## config.mk

```make
export PLATFORM = sky130hd
export DESIGN_NAME = fir_channel_scheduler
export DESIGN_NICKNAME = d
export VERILOG_FILES = /design/src/rtl/fir_channel_scheduler.sv
export SDC_FILE = /design/constraint.sdc
export NUM_CORES = 1
export LEC_CHECK = 0
export ABC_AREA = 1
export CAP_MARGIN = 20
export CORE_ASPECT_RATIO = 0.8
export CORE_MARGIN = 8
export CORE_UTILIZATION = 35
export DETAILED_ROUTE_END_ITERATION = 8
export PLACE_DENSITY = 0.82
export SLEW_MARGIN = 40
export SYNTH_ARGS = -nofsm -noshare
export SYNTH_HDL_FRONTEND = slang
export SYNTH_SLANG_ARGS = --single-unit
```

## constraint.sdc

```tcl
create_clock -name clk -period 2.1 [get_ports clk]
set_input_delay 0.315 -clock clk [delete_from_list [all_inputs] [get_ports clk]]
set_output_delay 0.315 -clock clk [all_outputs]
set_load 0.02 [all_outputs]
```

## src/rtl/fir_channel_scheduler.sv

```systemverilog
// Round-robin scheduler that time-shares one FIR engine across NCH input channels.
// Optional WAIT-state watchdog with timeout_err output is enabled by FIR_SCHED_TIMEOUT_EN.
module fir_channel_scheduler #(
  parameter int NCH     = 4,
  parameter int DW      = 16,
  parameter int TIMEOUT = 64
) (
  input  logic                    clk,
  input  logic                    reset,
  input  logic [NCH-1:0]          ch_valid,
  input  logic [NCH*DW-1:0]       ch_data,
  output logic [NCH-1:0]          ch_ready,
  output logic                    eng_start,
  output logic [$clog2(NCH)-1:0]  eng_ch,
  output logic [DW-1:0]           eng_data,
  input  logic                    eng_done,
  input  logic [DW-1:0]           eng_result,
  output logic                    out_valid,
  output logic [$clog2(NCH)-1:0]  out_ch,
  output logic [DW-1:0]           out_data,
  input  logic                    out_ready,
  output logic                    busy
`ifdef FIR_SCHED_TIMEOUT_EN
  ,
  output logic                    timeout_err
`endif
);

  localparam int CW = $clog2(NCH);

  typedef enum logic [1:0] {IDLE, ISSUE, WAIT, OUTPUT} state_t;

  state_t          state_reg, state_next;
  logic [CW-1:0]   last_grant_reg;
  logic [CW-1:0]   ch_reg;
  logic [DW-1:0]   data_reg;
  logic [DW-1:0]   out_data_reg;

  logic [CW-1:0]   grant;
  logic [CW-1:0]   cand;
  logic            grant_found;
  logic [DW-1:0]   grant_data;
  logic            timeout_hit;

  // Round-robin search starting just after the last served channel.
  always_comb begin
    grant       = last_grant_reg;
    grant_found = 1'b0;
    cand        = '0;
    for (int i = 1; i <= NCH; i++) begin
      cand = CW'((int'(last_grant_reg) + i) % NCH);
      if (!grant_found && ch_valid[cand]) begin
        grant_found = 1'b1;
        grant       = cand;
      end
    end
  end

  assign grant_data = ch_data[int'(grant)*DW +: DW];

  always_comb begin
    ch_ready = '0;
    if (state_reg == IDLE && grant_found) begin
      ch_ready[grant] = 1'b1;
    end
  end

  always_comb begin
    state_next = state_reg;
    case (state_reg)
      IDLE:    if (grant_found) state_next = ISSUE;
      ISSUE:   state_next = WAIT;
      WAIT: begin
        if (eng_done) begin
          state_next = OUTPUT;
        end else if (timeout_hit) begin
          state_next = IDLE;
        end
      end
      OUTPUT:  if (out_ready) state_next = IDLE;
      default: state_next = IDLE;
    endcase
  end

  always_ff @(posedge clk) begin
    if (reset) begin
      state_reg      <= IDLE;
      last_grant_reg <= CW'(NCH - 1);
      ch_reg         <= '0;
      data_reg       <= '0;
      out_data_reg   <= '0;
    end else begin
      state_reg <= state_next;
      if (state_reg == IDLE && grant_found) begin
        ch_reg   <= grant;
        data_reg <= grant_data;
      end
      if (state_reg == WAIT && eng_done) begin
        out_data_reg <= eng_result;
      end
      // A timed-out channel still counts as served so the others are not starved.
      if ((state_reg == OUTPUT && out_ready) ||
          (state_reg == WAIT && !eng_done && timeout_hit)) begin
        last_grant_reg <= ch_reg;
      end
    end
  end

  assign eng_start = (state_reg == ISSUE);
  assign eng_ch    = ch_reg;
  assign eng_data  = data_reg;
  assign out_valid = (state_reg == OUTPUT);
  assign out_ch    = ch_reg;
  assign out_data  = out_data_reg;
  assign busy      = (state_reg != IDLE);

`ifdef FIR_SCHED_TIMEOUT_EN
  localparam int TW = $clog2(TIMEOUT + 1);

  logic [TW-1:0] wait_cnt_reg;
  logic          timeout_err_reg;

  assign timeout_hit = (state_reg == WAIT) && !eng_done &&
                       (wait_cnt_reg == TW'(TIMEOUT - 1));

  always_ff @(posedge clk) begin
    if (reset) begin
      wait_cnt_reg    <= '0;
      timeout_err_reg <= 1'b0;
    end else begin
      timeout_err_reg <= timeout_hit;
      if (state_reg != WAIT) begin
        wait_cnt_reg <= '0;
      end else begin
        wait_cnt_reg <= wait_cnt_reg + TW'(1);
      end
    end
  end

  assign timeout_err = timeout_err_reg;
`else
  assign timeout_hit = 1'b0;
  // TIMEOUT only sizes the watchdog, which this build does not have.
  if (TIMEOUT < 1) begin : g_timeout_unused
  end
`endif

endmodule

```

==> results of run 1 <==
## timing repair
action                                  CTS  global route
buffers inserted                          1             8
pin swaps                                 3            17
cloned                                    0             2
resized for setup                        30            51
endpoints found under the setup margin    4            20
## kinds of logic after synthesis
group,count (synthesis)
compound gates,27
fa+ha+maj,5
buf+inv,53
flops,38
simple gates,288
## per-layer routing
metal  wire [um]  track usage (%)  vias to the layer above
met1        4020             19.9                     1433
li1            -                -                     1585
met5           0                0                        -
met3         717             5.41                       27
met4         297             5.82                        0
met2        4600             28.4                      126
## worst min-delay path by stage
| stage | to | slack (ns) | depth (start not counted) |
|---|---|---|---|
| finish | out_data[5] | 0.49 | 2 |
| global route | out_data[5] | 0.51 | 2 |
| CTS | out_data[5] | 0.49 | 2 |
| detailed placement | out_data[2] | 0.48 | 2 |
| global placement | out_data[3] | 0.46 | 2 |
| floorplan | last_grant_reg[0] | 0.46 | 2 |
## synth_stat cells
master / n
o21bai_1: 1
inv_1: 26
inv_8: 1
nand3_4: 2
ha_1: 5
clkbuf_8: 1
nand3_2: 2
nand2_4: 6
nor3_1: 1
nand2_8: 1
buf_2: 4
nand2_1: 115
o21a_1: 1
nand2_2: 18
clkbuf_1: 6
o21ai_4: 1
dfxtp_1: 38
nand3_1: 71
nand4_1: 1
o211ai_1: 1
buf_4: 7
buf_12: 1
o22ai_1: 1
inv_2: 2
inv_4: 1
nor2_1: 71
buf_6: 4
a211oi_1: 1
o21ai_0: 19
a21oi_1: 2
## through the flow
step | hold slack (ns) | setup WS [ns] | instances | total power [W]
floorplan | 0.459 | 0.105 | 411 | 0.00315
global placement | 0.461 | -0.517 | 628 | 0.00420
detailed placement | 0.475 | -0.557 | 628 | 0.00428
CTS | 0.489 | -0.0319 | 637 | 0.00508
global route | 0.510 | -0.215 | 647 | 0.00571
finish | 0.487 | -0.119 | 647 | 0.00528
## report_power, final
group / switching (W) / internal [W]
sequential: 0.000158 / 0.000976
combinational: 0.00194 / 0.00146
clock: 0.000272 / 0.000476
## critical path: cells and delay by family, from the launching register on
family,cells,cell delay (ns)
simple gates,11,0.94
flops,1,0.37
buf+inv,2,0.30
## area by class of cell
cell class,instances,area [um^2],share of cell area (%)
multi-input cells,320,1730,38.4
repair buffers,161,1630,36.0
flip-flops and latches,38,768,17.0
inverters,30,133,2.94
well taps,90,113,2.50
clock buffers,5,68.8,1.53
clock inverters,3,68.8,1.53
==> metrics.md, run 1 <==
| Metric | Value |
|---|---|
| Final Critical Period | `2.22 ns` |
| Failing checks | `setup timing` |
| Post-Syn Nets | `504` |
| TritonRoute pass-1 iters | `4` |
| Antenna Diode Count | `0` |
| Routed wire per std cell | `14.9 um` |
| Row Count | `28` |
| Commonest non-fill, non-tap cell in the layout | `clkdlybuf4s50_1` |
| Clk buf depth | `2` |
| IO buf count | `130` |
| Worst setup path start | `last_grant_reg[0]` |
| Wire length of the first global-routing pass | `14,600 um` |
| RSZ-0062 raised after global routing | `yes` |
| CTS buffer count | `5` |
| Max-slew headroom | `64.8%` |
| Die ar. | `10,500 um^2` |
| TritonCTS clock tree | `yes` |
| Final Cell Area | `4510 um^2` |
| Synthesis Warnings | `0` |
| Slowest cell on crit path | `dfxtp_4` |
| Post-synthesis mux area share | `0%` |
| Worst r2r dst | `eng_data[0]` |
| WP data arrival | `1.90 ns` |
| Crit path to | `ch_ready[3]` |
| Crit end category | `output port` |
| Count of cell types in the netlist | `30` |
| # DRC | `0` |
| XOR/XNOR Fraction of Synth Area | `0%` |
| Area growth from synthesis to layout | `73.7%` |
| Vert. Die Dim | `93.1 um` |
| Final wirelength | `9630 um` |
| Peak supply drop | `0.983 mV` |
| Part of the cycle the worst path needs | `106%` |
| CTS hold repair buffers | `0` |
| Largest family of logic cells by synthesized area | `simple AND/OR/NAND/NOR gates` |
| R2r setup slk | `0.04 ns` |
| Antenna violations before repair | `0` |
| Final Setup Violations | `4` |
| Register bit count reported by yosys | `38` |
| Hold Crit Start | `out_data[5]` |
| DR vias/cell | `4.90` |
| Commonest non-fill, non-tap cells in the layout | `clkdlybuf4s50_1, nand2_1, nor2_1` |
| CTS sink count | `38` |
| Worst R2R Start | `last_grant_reg[0]` |
| Skew final | `0.00486 ns` |
| H-tree depth | `2` |
| I/O pin total | `131` |
| Root Buffer | `clkbuf_8` |
| PD cells | `1170 nW/um^2` |
| Adder-cell share of the synthesized area | `2.41%` |
| # fillers | `648` |
| Fin. max-slew vios | `0` |
| Number of global-route vias before repair | `3,058` |
| Type of origin of the critical path | `register` |
| LEAKAGE | `2.17 nW` |
| Clk slew on worst S/H paths | `0.08 ns` |
| Total number of vias | `3,171` |
| Post-DP HPWL | `7090 um` |
| Ordered cell list for the critical path | `buf_12, nand2_1, nand2_4, nand2_4, nand2_8, nor2_4, nand2_2, nand2_1, nand2_1, nand2_2, nand2_2, nor2_1, buf_4` |
| Final Core Density | `61.9%` |
| Status | `finished, violations left` |
| Synth top area cells | `dfxtp_1, nand2_1, nand3_1` |
| Worst Hold Class | `register to register` |
| Critical Path Max Stage Delay | `0.37 ns` |
| Worst-Skew Late Latency | `0.28 ns` |
| Total track usage | `16.8%` |
| CP Data Required Time | `1.78 ns` |
| Fmax | `0.451 GHz` |
| Crit Path Max Fanout | `5` |
| Setup TNS | `-0.413 ns` |
| Seq/Total Area, Yosys | `29.3%` |
| Largest net degree at the start of global routing | `33` |
| Core Region | `7290 um^2` |
| R2R depth | `18` |
| Least-Margin Pin Slew | `0.528 ns` |
| Max_cap viols | `0` |
| Placement Cell Area | `4010 um^2` |
| Post-DRT Antenna Nets | `0` |
| Post-synth top area share | `29.3%` |
| Final Hold Vio Count | `0` |
| Simple-gate share of the synthesized area | `50.8%` |
| WS Path Type | `register to output port` |
| Area leader, netlist | `dfxtp_1` |
| Netlist Area Pre-Place | `2600 um^2` |
| Initial Utilization | `35.6%` |
| Compound-gate portion of the synthesized area | `6.07%` |
| Final-stage net count | `649` |
| First DRT Iteration DRCs | `162` |
| Synthesized area per cell | `6.32 um^2` |
| Grt ovf | `0` |
| Placer Congestion | `0.821` |
| Setup ws final | `-0.119 ns` |
| Width of the die | `112 um` |
| Synth Instances | `411` |
| Share of cells above drive strength 1 | `18.5%` |
Note: power is estimated with default switching activity, not from simulation.
==> run 2, diff against run 1 <==
CAP_MARGIN = unset   (was 20)
GPL_TIMING_DRIVEN = 0   (was unset)
HOLD_SLACK_MARGIN = 0.03   (was unset)
==> run 2 against run 1 <==
Net effect:
- the flow still finishes with violations (setup timing)
- via count up 1.5%
- flip-flop and latch count unchanged
- sequential share of layout area is 0.18 points higher
- power up 2.9%
- final cell count rose by 1.5%
- sequential power hardly changed
- count of clock-buffer cells in the layout unchanged
- first-iteration DRC count up 42%
- die area did not move
- critical endpoint is now ch_ready[1]
- largest cell class unchanged
- highest routed layer unchanged
==> metrics.md, run 2 (synthesis gave the netlist of run 1 again) <==
| Metric | Value |
|---|---|
| PD cells | `1220 nW/um^2` |
| Core Region | `7290 um^2` |
| Hold EP | `out_data[2]` |
| Comb pwr share | `65.3%` |
| Final wirelength | `9580 um` |
| Largest net degree at the start of global routing | `14` |
| Final Core Density | `61.0%` |
| CTS hold repair buffers | `0` |
| Peak supply drop | `0.757 mV` |
| Max-slew headroom | `68.2%` |
| Part of the cycle the worst path needs | `105%` |
| Type of origin of the critical path | `input pin` |
| Commonest non-fill, non-tap cells in the layout | `clkdlybuf4s50_1, nand2_1, nor2_1, nand3_1, dfxtp_1` |
| CP Data Required Time | `1.78 ns` |
| Multi-input gate area in the final layout | `1670 um^2` |
| Area growth from synthesis to layout | `71.2%` |
| Worst Hold Class | `register to register` |
| Fin. max-slew vios | `0` |
| Vert. Die Dim | `93.1 um` |
| Skew final | `0.00822 ns` |
| Row Count | `28` |
| Width of the die | `112 um` |
| # fillers | `672` |
| Final Setup Violations | `4` |
| Max_cap viols | `0` |
| Number of global-route vias before repair | `3,200` |
| Clock power share | `13.9%` |
| WS Path Type | `input pin to output port` |
| R2r setup slk | `0.10 ns` |
| Commonest non-fill, non-tap cell in the layout | `clkdlybuf4s50_1` |
| Antenna violations before repair | `0` |
| Die ar. | `10,500 um^2` |
| Antenna Diode Count | `0` |
| Grt ovf | `0` |
| IO buf count | `129` |
| Setup ws final | `-0.111 ns` |
| Placement Cell Area | `4000 um^2` |
| LEAKAGE | `2.12 nW` |
| I/O pin total | `131` |
| R2R depth | `18` |
| Initial Utilization | `35.6%` |
| CTS sink count | `38` |
| Total number of vias | `3,220` |
| NetSw | `0.00240 W` |
| Final Critical Period | `2.21 ns` |
| Hold Crit Start | `out_data[2]` |
| Power, Total | `0.00543 W` |
| Crit Path Max Fanout | `3` |
| Routed wire per std cell | `14.6 um` |
| # DRC | `0` |
| Worst R2R Start | `last_grant_reg[0]` |
| Root Buffer | `clkbuf_8` |
| TritonCTS clock tree | `yes` |
| Reg area | `766 um^2` |
| Setup TNS | `-0.373 ns` |
| Fmax | `0.452 GHz` |
| Share of cells above drive strength 1 | `18.7%` |
| Wire length of the first global-routing pass | `15,600 um` |
| Final Cell Area | `4450 um^2` |
| Clk slew on worst S/H paths | `0.08 ns` |
| Post-DRT Antenna Nets | `0` |
| Sw Share | `44.2%` |
| DR vias/cell | `4.90` |
| Post-DP HPWL | `7360 um` |
| Worst r2r dst | `eng_data[3]` |
| TritonRoute pass-1 iters | `4` |
| Status | `finished, violations left` |
| CTS buffer count | `5` |
| Hold path cells | `2` |
| Final Hold Vio Count | `0` |
| Least-Margin Pin Slew | `0.478 ns` |
| Final-stage net count | `659` |
| Placer Congestion | `0.868` |
| Power share of the sequential group | `20.8%` |
| WP data arrival | `1.90 ns` |
| Failing checks | `setup timing` |
| Worst-Skew Late Latency | `0.29 ns` |
| Clk buf depth | `2` |
| Int Power | `0.00303 W` |
| First DRT Iteration DRCs | `230` |
| Total track usage | `18.3%` |
| Crit end category | `output port` |
| Dpl ws | `-0.851 ns` |
| RSZ-0062 raised after global routing | `yes` |
| H-tree depth | `2` |
[run 2: through the flow]
step / instances / hold slack [ns]
2_1_floorplan: 411 / 0.459
3_3_place_gp: 630 / 0.460
3_5_place_dp: 630 / 0.473
4_1_cts: 656 / 0.493
6_report: 657 / 0.488
5_1_grt: 657 / 0.519
[run 2: worst max path at each step]
stage | from | endpoint | depth (start not counted)
2_1_floorplan | last_grant_reg[0] | ch_ready[2] | 14
3_3_place_gp | ch_valid[1] | ch_ready[1] | 11
3_5_place_dp | ch_valid[1] | ch_ready[1] | 11
4_1_cts | last_grant_reg[0] | ch_ready[1] | 14
5_1_grt | last_grant_reg[0] | ch_ready[1] | 14
6_report | ch_valid[2] | ch_ready[1] | 13
[run 2: repair_timing]
item / in CTS / in global routing
cloned: 1 / 0
setup endpoints to repair: 4 / 21
pin swaps: 17 / 7
gates resized for setup: 51 / 28
setup buffers: 19 / 2
[run 2: power groups by stage]
stage / clock (W) / combinational, W / sequential [W]
floorplan: 0 / 0.00176 / 0.00140
CTS: 0.000776 / 0.00345 / 0.00113
global route: 0.000806 / 0.00390 / 0.00116
finish: 0.000755 / 0.00355 / 0.00113
global placement: 0 / 0.00314 / 0.00113
detailed placement: 0 / 0.00321 / 0.00114
[run 2: per-layer routing]
metal  track usage, %  vias to the layer above  wire length [um]
li1                 -                     1608                 -
met1             21.3                     1470              4030
met2             31.3                      128              4530
met3             6.31                       14               835
met4             5.94                        0               182
met5                0                        -                 0
[run 2: cell type report]
type                       instances  share of cell area [%]
timing repair buffer             150                    33.0
clock buffer                       5                    1.55
buffer                            21                    3.83
sequential                        38                    17.2
tap                               90                    2.53
multi-input combinational        320                    37.5
inverter                          30                    2.87
clock inverter                     3                    1.55
[run 2: worst max-delay path, cell delays in order]
cell             delay (ns)
clkdlybuf4s50_1        0.52
nand2_2                0.10
nand2_4                0.09
nand2_2                0.06
nand2_4                0.10
inv_6                  0.05
nand3_4                0.08
nand3_2                0.10
o21ai_4                0.08
buf_6                  0.13
nand2_4                0.06
nor2_4                 0.10
buf_6                  0.12
